==> config.mk <==
export PLATFORM = sky130hd
export DESIGN_NAME = jk_sync_counter
export DESIGN_NICKNAME = d
export VERILOG_FILES = /design/src/rtl/jk_pkg.sv /design/src/rtl/jk_cell.sv /design/src/rtl/jk_sync_counter.sv
export SDC_FILE = /design/constraint.sdc
export NUM_CORES = 1
export LEC_CHECK = 0
export ABC_AREA = 1
export BUFFER_PORTS_ARGS = -buffer_cell sky130_fd_sc_hd__buf_2
export CORE_AREA = 3 3 40 42
export CTS_BUF_LIST = sky130_fd_sc_hd__clkbuf_4 sky130_fd_sc_hd__clkbuf_8
export DETAILED_ROUTE_END_ITERATION = 10
export DIE_AREA = 0 0 43 45
export PLACE_DENSITY_LB_ADDON = 0.3
export SETUP_SLACK_MARGIN = 0.2
export SLEW_MARGIN = 20
export SYNTH_ARGS = -nofsm -noshare
export SYNTH_HDL_FRONTEND = slang
export SYNTH_SLANG_ARGS = --single-unit
==> constraint.sdc <==
create_clock -name clk -period 3.4 [get_ports clk]
set_input_delay 0.68 -clock clk [delete_from_list [all_inputs] [get_ports clk]]
set_output_delay 0.68 -clock clk [all_outputs]
set_load 0.05 [all_outputs]
==> src/rtl/jk_pkg.sv <==
// rtl/jk_pkg.sv - JK cell operation encodings shared by the counter
//
// Purpose : names the four JK cell operations and maps each one to its
//           {j,k} input pair.
// Contents: jk_op_e (HOLD, RESET, SET, TOGGLE), JK_* {j,k} constants,
//           jk_bits() operation-to-{j,k} mapping.

package jk_pkg;

   typedef enum logic [1:0] {
      HOLD   = 2'b00,
      RESET  = 2'b01,
      SET    = 2'b10,
      TOGGLE = 2'b11
   } jk_op_e;

   localparam logic [1:0] JK_HOLD   = 2'b00;
   localparam logic [1:0] JK_RESET  = 2'b01;
   localparam logic [1:0] JK_SET    = 2'b10;
   localparam logic [1:0] JK_TOGGLE = 2'b11;

   // Returns {j,k} for a cell operation.
   function automatic logic [1:0] jk_bits(input jk_op_e op);
      logic [1:0] jk;
      case (op)
         HOLD:    jk = JK_HOLD;
         RESET:   jk = JK_RESET;
         SET:     jk = JK_SET;
         TOGGLE:  jk = JK_TOGGLE;
         default: jk = JK_HOLD;
      endcase
      return jk;
   endfunction

endpackage

==> src/rtl/jk_cell.sv <==
// rtl/jk_cell.sv - single-bit JK storage cell with async active-low clear
//
// Purpose: one count bit. On each rising clk edge applies the JK truth
//          table; clear low forces q=0 immediately, independent of clk.
// Ports  : clk   in  rising-edge clock
//          clear in  asynchronous active-low reset
//          j, k  in  JK control (00 hold, 01 reset, 10 set, 11 toggle)
//          q     out stored bit
//          qbar  out complement of q

module jk_cell (
   input  logic clk,
   input  logic clear,
   input  logic j,
   input  logic k,
   output logic q,
   output logic qbar
);

   logic state_q;
   logic state_d;

   always_comb begin
      state_d = state_q;
      case ({j, k})
         2'b00: state_d = state_q;
         2'b01: state_d = 1'b0;
         2'b10: state_d = 1'b1;
         2'b11: state_d = ~state_q;
         default: state_d = state_q;
      endcase
   end

   always_ff @(posedge clk or negedge clear) begin
      if (!clear) begin
         state_q <= 1'b0;
      end else begin
         state_q <= state_d;
      end
   end

   assign q    = state_q;
   assign qbar = ~state_q;

endmodule

==> src/rtl/jk_sync_counter.sv <==
// rtl/jk_sync_counter.sv - modulo-N up/down counter built from JK cells
//
// Purpose : synchronous modulo-MODULUS up/down counter. Each bit is a
//           jk_cell; this module picks a JK operation per bit every cycle
//           (load > count > hold) and registers the one-cycle wrap pulse.
// Params  : WIDTH (>=2), MODULUS (2..2^WIDTH), count range 0..MODULUS-1
// Ports   : clk      in  rising-edge clock
//           clear    in  asynchronous active-low reset
//           en       in  count enable
//           up       in  1 = increment, 0 = decrement
//           load     in  synchronous parallel load (clamped to MODULUS-1)
//           load_val in  value captured on load
//           q        out current count
//           qbar     out complement of q
//           tc       out terminal count for the current direction
//           wrap     out one-cycle pulse after a wrap step
// Macro   : JK_SYNC_COUNTER_SAT_EN - saturate at the terminal count instead
//           of wrapping; wrap is then tied to 0.

module jk_sync_counter #(
   parameter int WIDTH   = 4,
   parameter int MODULUS = 10
) (
   input  logic             clk,
   input  logic             clear,
   input  logic             en,
   input  logic             up,
   input  logic             load,
   input  logic [WIDTH-1:0] load_val,
   output logic [WIDTH-1:0] q,
   output logic [WIDTH-1:0] qbar,
   output logic             tc,
   output logic             wrap
);

   import jk_pkg::*;

   // One extra bit so MODULUS == 2^WIDTH is representable for the clamp.
   localparam logic [WIDTH:0]   MOD_EXT = (WIDTH+1)'(MODULUS);
   localparam logic [WIDTH-1:0] MAX_VAL = WIDTH'(MODULUS - 1);

   logic [WIDTH-1:0] j_vec;
   logic [WIDTH-1:0] k_vec;
   logic [WIDTH-1:0] load_clamped;
   logic             tc_c;
   logic             lower_ones;
   logic             lower_zeros;
   jk_op_e           op;

   always_comb begin
      tc_c = up ? (q == MAX_VAL) : (q == '0);
   end

   assign tc = tc_c;

   always_comb begin
      load_clamped = ({1'b0, load_val} >= MOD_EXT) ? MAX_VAL : load_val;
      j_vec        = '0;
      k_vec        = '0;
      lower_ones   = 1'b1;
      lower_zeros  = 1'b1;
      op           = HOLD;
      for (int i = 0; i < WIDTH; i++) begin
         op = HOLD;
         if (load) begin
            op = load_clamped[i] ? SET : RESET;
         end else if (en) begin
            if (tc_c) begin
`ifdef JK_SYNC_COUNTER_SAT_EN
               op = HOLD;
`else
               // Wrap: up goes to 0, down reloads MODULUS-1 bit by bit.
               if (up) begin
                  op = RESET;
               end else begin
                  op = MAX_VAL[i] ? SET : RESET;
               end
`endif
            end else if (up ? lower_ones : lower_zeros) begin
               // Ripple-free binary step: a bit flips when every lower bit
               // is 1 (increment) or 0 (decrement).
               op = TOGGLE;
            end
         end
         {j_vec[i], k_vec[i]} = jk_bits(op);
         lower_ones  = lower_ones & q[i];
         lower_zeros = lower_zeros & ~q[i];
      end
   end

   for (genvar g = 0; g < WIDTH; g++) begin : g_cell
      jk_cell u_cell (
         .clk   (clk),
         .clear (clear),
         .j     (j_vec[g]),
         .k     (k_vec[g]),
         .q     (q[g]),
         .qbar  (qbar[g])
      );
   end

`ifdef JK_SYNC_COUNTER_SAT_EN
   assign wrap = 1'b0;
`else
   logic wrap_q;
   logic wrap_d;

   always_comb begin
      wrap_d = en && !load && tc_c;
   end

   always_ff @(posedge clk or negedge clear) begin
      if (!clear) begin
         wrap_q <= 1'b0;
      end else begin
         wrap_q <= wrap_d;
      end
   end

   assign wrap = wrap_q;
`endif

endmodule
Word level (Yosys, flattened, before mapping)
Index checks and enable logic that the tools add are counted.
- reduce and logical (&&, ||, !) cells: 12
- multiplexer cells: 33
- bitwise operators: 8
- equality and inequality tests: 25
- order comparisons: 1
- operator list (cell ; count):
    2-bit 2-to-1 mux ; 20
    2-bit == test (second input constant) ; 16
    2-bit one-hot mux with 4 select lines ; 4
    2-bit by 1-bit == test with 1-bit output (second input constant) ; 8
    2-bit logical NOT ; 8
    1-bit one-hot mux with 3 select lines ; 4
    1-bit bitwise AND ; 4
    4-bit == test (second input constant) ; 1
    4-bit greater-or-equal comparator (second input constant) ; 1
    4-bit logical NOT ; 1
    1-bit 2-to-1 mux ; 4
    4-bit 2-to-1 mux ; 1
    1-bit NOT ; 4
    1-bit logical AND ; 2
    1-bit logical NOT ; 1
- output and inout bits: 10
- register bits: 5
- logic and storage cells: 84
- bits of input ports: 9

Depth between registers and ports, before layout
- word-level depth: 12
- gate-level depth with buffers: 8
- depth with buffers taken out: 8

Cells and area by module
From an unflattened synthesis, not the netlist that was laid out.
- cells, all modules: 80
- area total of the unflattened synthesis: 475.5 µm²
- by module, submodules not included (module ; times used ; area an instance (µm²) ; sequential area each (µm²) ; cells each):
    jk_sync_counter ; 1 ; 280.3 ; 25.0 ; 56
    jk_cell ; 4 ; 48.8 ; 25.0 ; 6

Worst setup path after synthesis
No wires, ideal clock.
- path kind: input port to output port
- from: input port up
- to: output port tc
- setup slack: 1.508 ns
- path buffers: 0
- arrival time: 1.212 ns
- cell stages on the path: 3
- required time: 2.720 ns
- cell sequence: nor2_2 > nand3_2 > nand2_2
- cells in the longest elaborated chain, start to end: 1
- RTL lines (element ; line ; source):
    from (decl) ; jk_sync_counter.sv:27 ; input logic up,
    1-bit 2-to-1 mux ; jk_sync_counter.sv:51 ; tc_c = up ? (q == MAX_VAL) : (q == '0);
    to (decl) ; jk_sync_counter.sv:32 ; output logic tc,
No other way between the ends.

Worst setup path in the final report
Ends and elaborated chain as after synthesis.

==> metrics.txt <==
Synth warnings 0; top-count cell post-synth nand2_1; status finished, final reports clean; Hold-fix buffers, CTS 0; Routed WL 1010 um; Resized Gates After CTS 0; Final Setup Violations 0; Area Overhead vs Synth 16.3%; minimum clock period 2.21 ns; VDD IR max 231 uV; vias in the first global route 390; pin count of the biggest net entering global routing 10; top cells by count, synth nand2_1 (14), inv_1 (9), buf_4 (8), o21ai_0 (8), dfrtp_1 (5); Num CTS Buffers 3; vias after detailed routing 439; WP data required 2.72 ns; Layout Skew 0.00146 ns; Max Cap Viol 0; Final TNS setup 0 ns; GR Util All Layers 11.8%; Post-synth ARST share 100%; slew margin rel. 84.2%; Leak 0.297 nW; cell family with most CP delay simple AND/OR/NAND/NOR gates; max incr delay on CP 0.27 ns; # diodes 0; leading area contributor after synthesis dfrtp_1; FF+latch area 125 um2; starting density of the core 35.2%; CP Max Fanout 5; fin crit share 64.9%; share of post-route cells with drive strength above 1 38.3%; initial antenna violation count 0; Fin. Hold Viols 0; most frequent CP cell buf_2; power per cell area 637 nW/um2; Worst Tran Pin Value 0.235 ns; Initial DRT Pass Iterations 3; cell area after synthesis 453 um2; Final Core Density 41.0%; IO buf count 18; Post-DP HPWL 856 um; Design Power 0.335 mW; cells along the critical path buf_2 -> nor2_2 -> nand3_2 -> nand2_2 -> buf_2; crit path DAT 1.53 ns; Yosys cell types 17; Detailed Route Iter0 Violations 3; TritonCTS clock tree done; crit end category primary output; FP Rows 13; number of flops mapped to enable cells by yosys 0; Setup crit start kind input pin; number of routed nets with antenna violations 0; Multi-input gate area 225 um2; Vias per Instance 4.57; Top Ports 19; CTS clk-pin slew, worst paths 0.04 ns; worst path bufs/invs 2; fin. max-slew vios 0; #FFs+latches synth 5; sequential share of the synthesized area 27.6%; worst-skew pair later-pin latency 0.24 ns; residual overflow from global routing 0; Synth area leaders dfrtp_1 (28%), buf_4 (13%), nand2_1 (12%); nets 91; maximum clock insertion buffer count 2; fmax 0.453 GHz; filler instances 148; Die X 43 um; Worst path slowest cell buf_2; Yosys top cell area share 27.6%; Mapped Cells 68; Post-Syn Nets 77; mean post-synth cell area 6.66 um2; Setup CP Type in2out; core area 1280 um2; Post-route DRC 0; clock sinks 5; first-pass GRT wire length 1590 um; Hold Crit Class in2async; clock root cell clkbuf_4; Die Y-Extent 45 um; wire per inst 10.6 um; area of the die 1940 um2; H-tree Lvls 1; RSZ-0062 raised after global routing no; post-CTS setup buffer count 0; top_reg_cell synth dfrtp_1; gpl congestion 0.778
==> kinds of logic after synthesis <==
group	count (synthesis)	synth area share [%]
compound gates	13	16.3
buf+inv	19	22.7
flops	5	27.6
simple gates	31	33.4
==> registers in the layout (all words and copies together), names as in the netlist <==
| signal | flops |
|---|---|
| g_cell.u_cell.q | 4 |
| wrap | 1 |
==> path summary, 6_finish.rpt <==
path | startpoint | cells after the start | slack, ns | end
worst max-delay path | up | 5 | 1.19 | tc
worst min register to register | g_cell[3].u_cell.q$_DFFE_PN0P_ | 1 | 0.55 | g_cell[3].u_cell.q$_DFFE_PN0P_
max in group asynchronous | clear | 1 | 3.03 | g_cell[0].u_cell.q$_DFFE_PN0P_
min in group clk | g_cell[3].u_cell.q$_DFFE_PN0P_ | 1 | 0.55 | g_cell[3].u_cell.q$_DFFE_PN0P_
worst min-delay path | clear | 1 | 0.24 | wrap$_DFF_PN0_
worst max register to register | g_cell[0].u_cell.q$_DFFE_PN0P_ | 7 | 2.09 | g_cell[3].u_cell.q$_DFFE_PN0P_
==> layout make-up <==
type | count | area share [%]
tap | 15 | 3.56
clock buffer | 4 | 5.70
multi-input combinational | 44 | 42.8
inverter | 10 | 7.13
sequential | 5 | 23.8
timing repair buffer | 18 | 17.1
==> layer usage <==
layer  GRT usage, %  part of all wire, %  up-vias
li1               -                    -      237
met2           19.2                   49       13
met4           9.04                 0.99        0
met5              0                    0        -
met3           5.18                  5.7        2
met1           12.0                   44      187
==> cell usage in the layout, fill, tap and decap left out <==
master	synthesis	routed
nand2_2	1	1
clkbuf_4	0	4
buf_2	1	18
nand2_1	14	14
dfrtp_1	5	5
nor2_2	4	4
o211ai_1	1	1
inv_1	9	9
o21ai_0	8	8
nand3_2	2	2
nor2_1	4	4
inv_2	1	1
a21oi_2	1	1
a21oi_1	2	2
o31ai_1	1	1
nand4_1	2	2
nand3_1	4	4
==> worst reg2reg max path: stages (launching register included) <==
cell and delay (ns):
dfrtp_1 0.43, nor2_2 0.23, nand3_2 0.15, nand2_1 0.11, inv_1 0.04, o21ai_0 0.06, nand2_1 0.08, a21oi_2 0.14
==> stage by stage <==
stage,setup slack (ns),instance area (um2),cells,hold WS [ns]
6_report,1.19,527,96,0.245
5_1_grt,1.12,527,96,0.226
4_1_cts,1.20,527,96,0.236
3_5_place_dp,1.21,497,92,0.497
3_3_place_gp,1.24,497,92,0.497
2_1_floorplan,1.51,453,68,0.384
==> power breakdown <==
part	internal, mW	switching (mW)
Sequential	0.0708	0.0159
Clock	0.0522	0.0228
Combinational	0.0387	0.135
No activity file was read; power rests on OpenSTA's default activity.
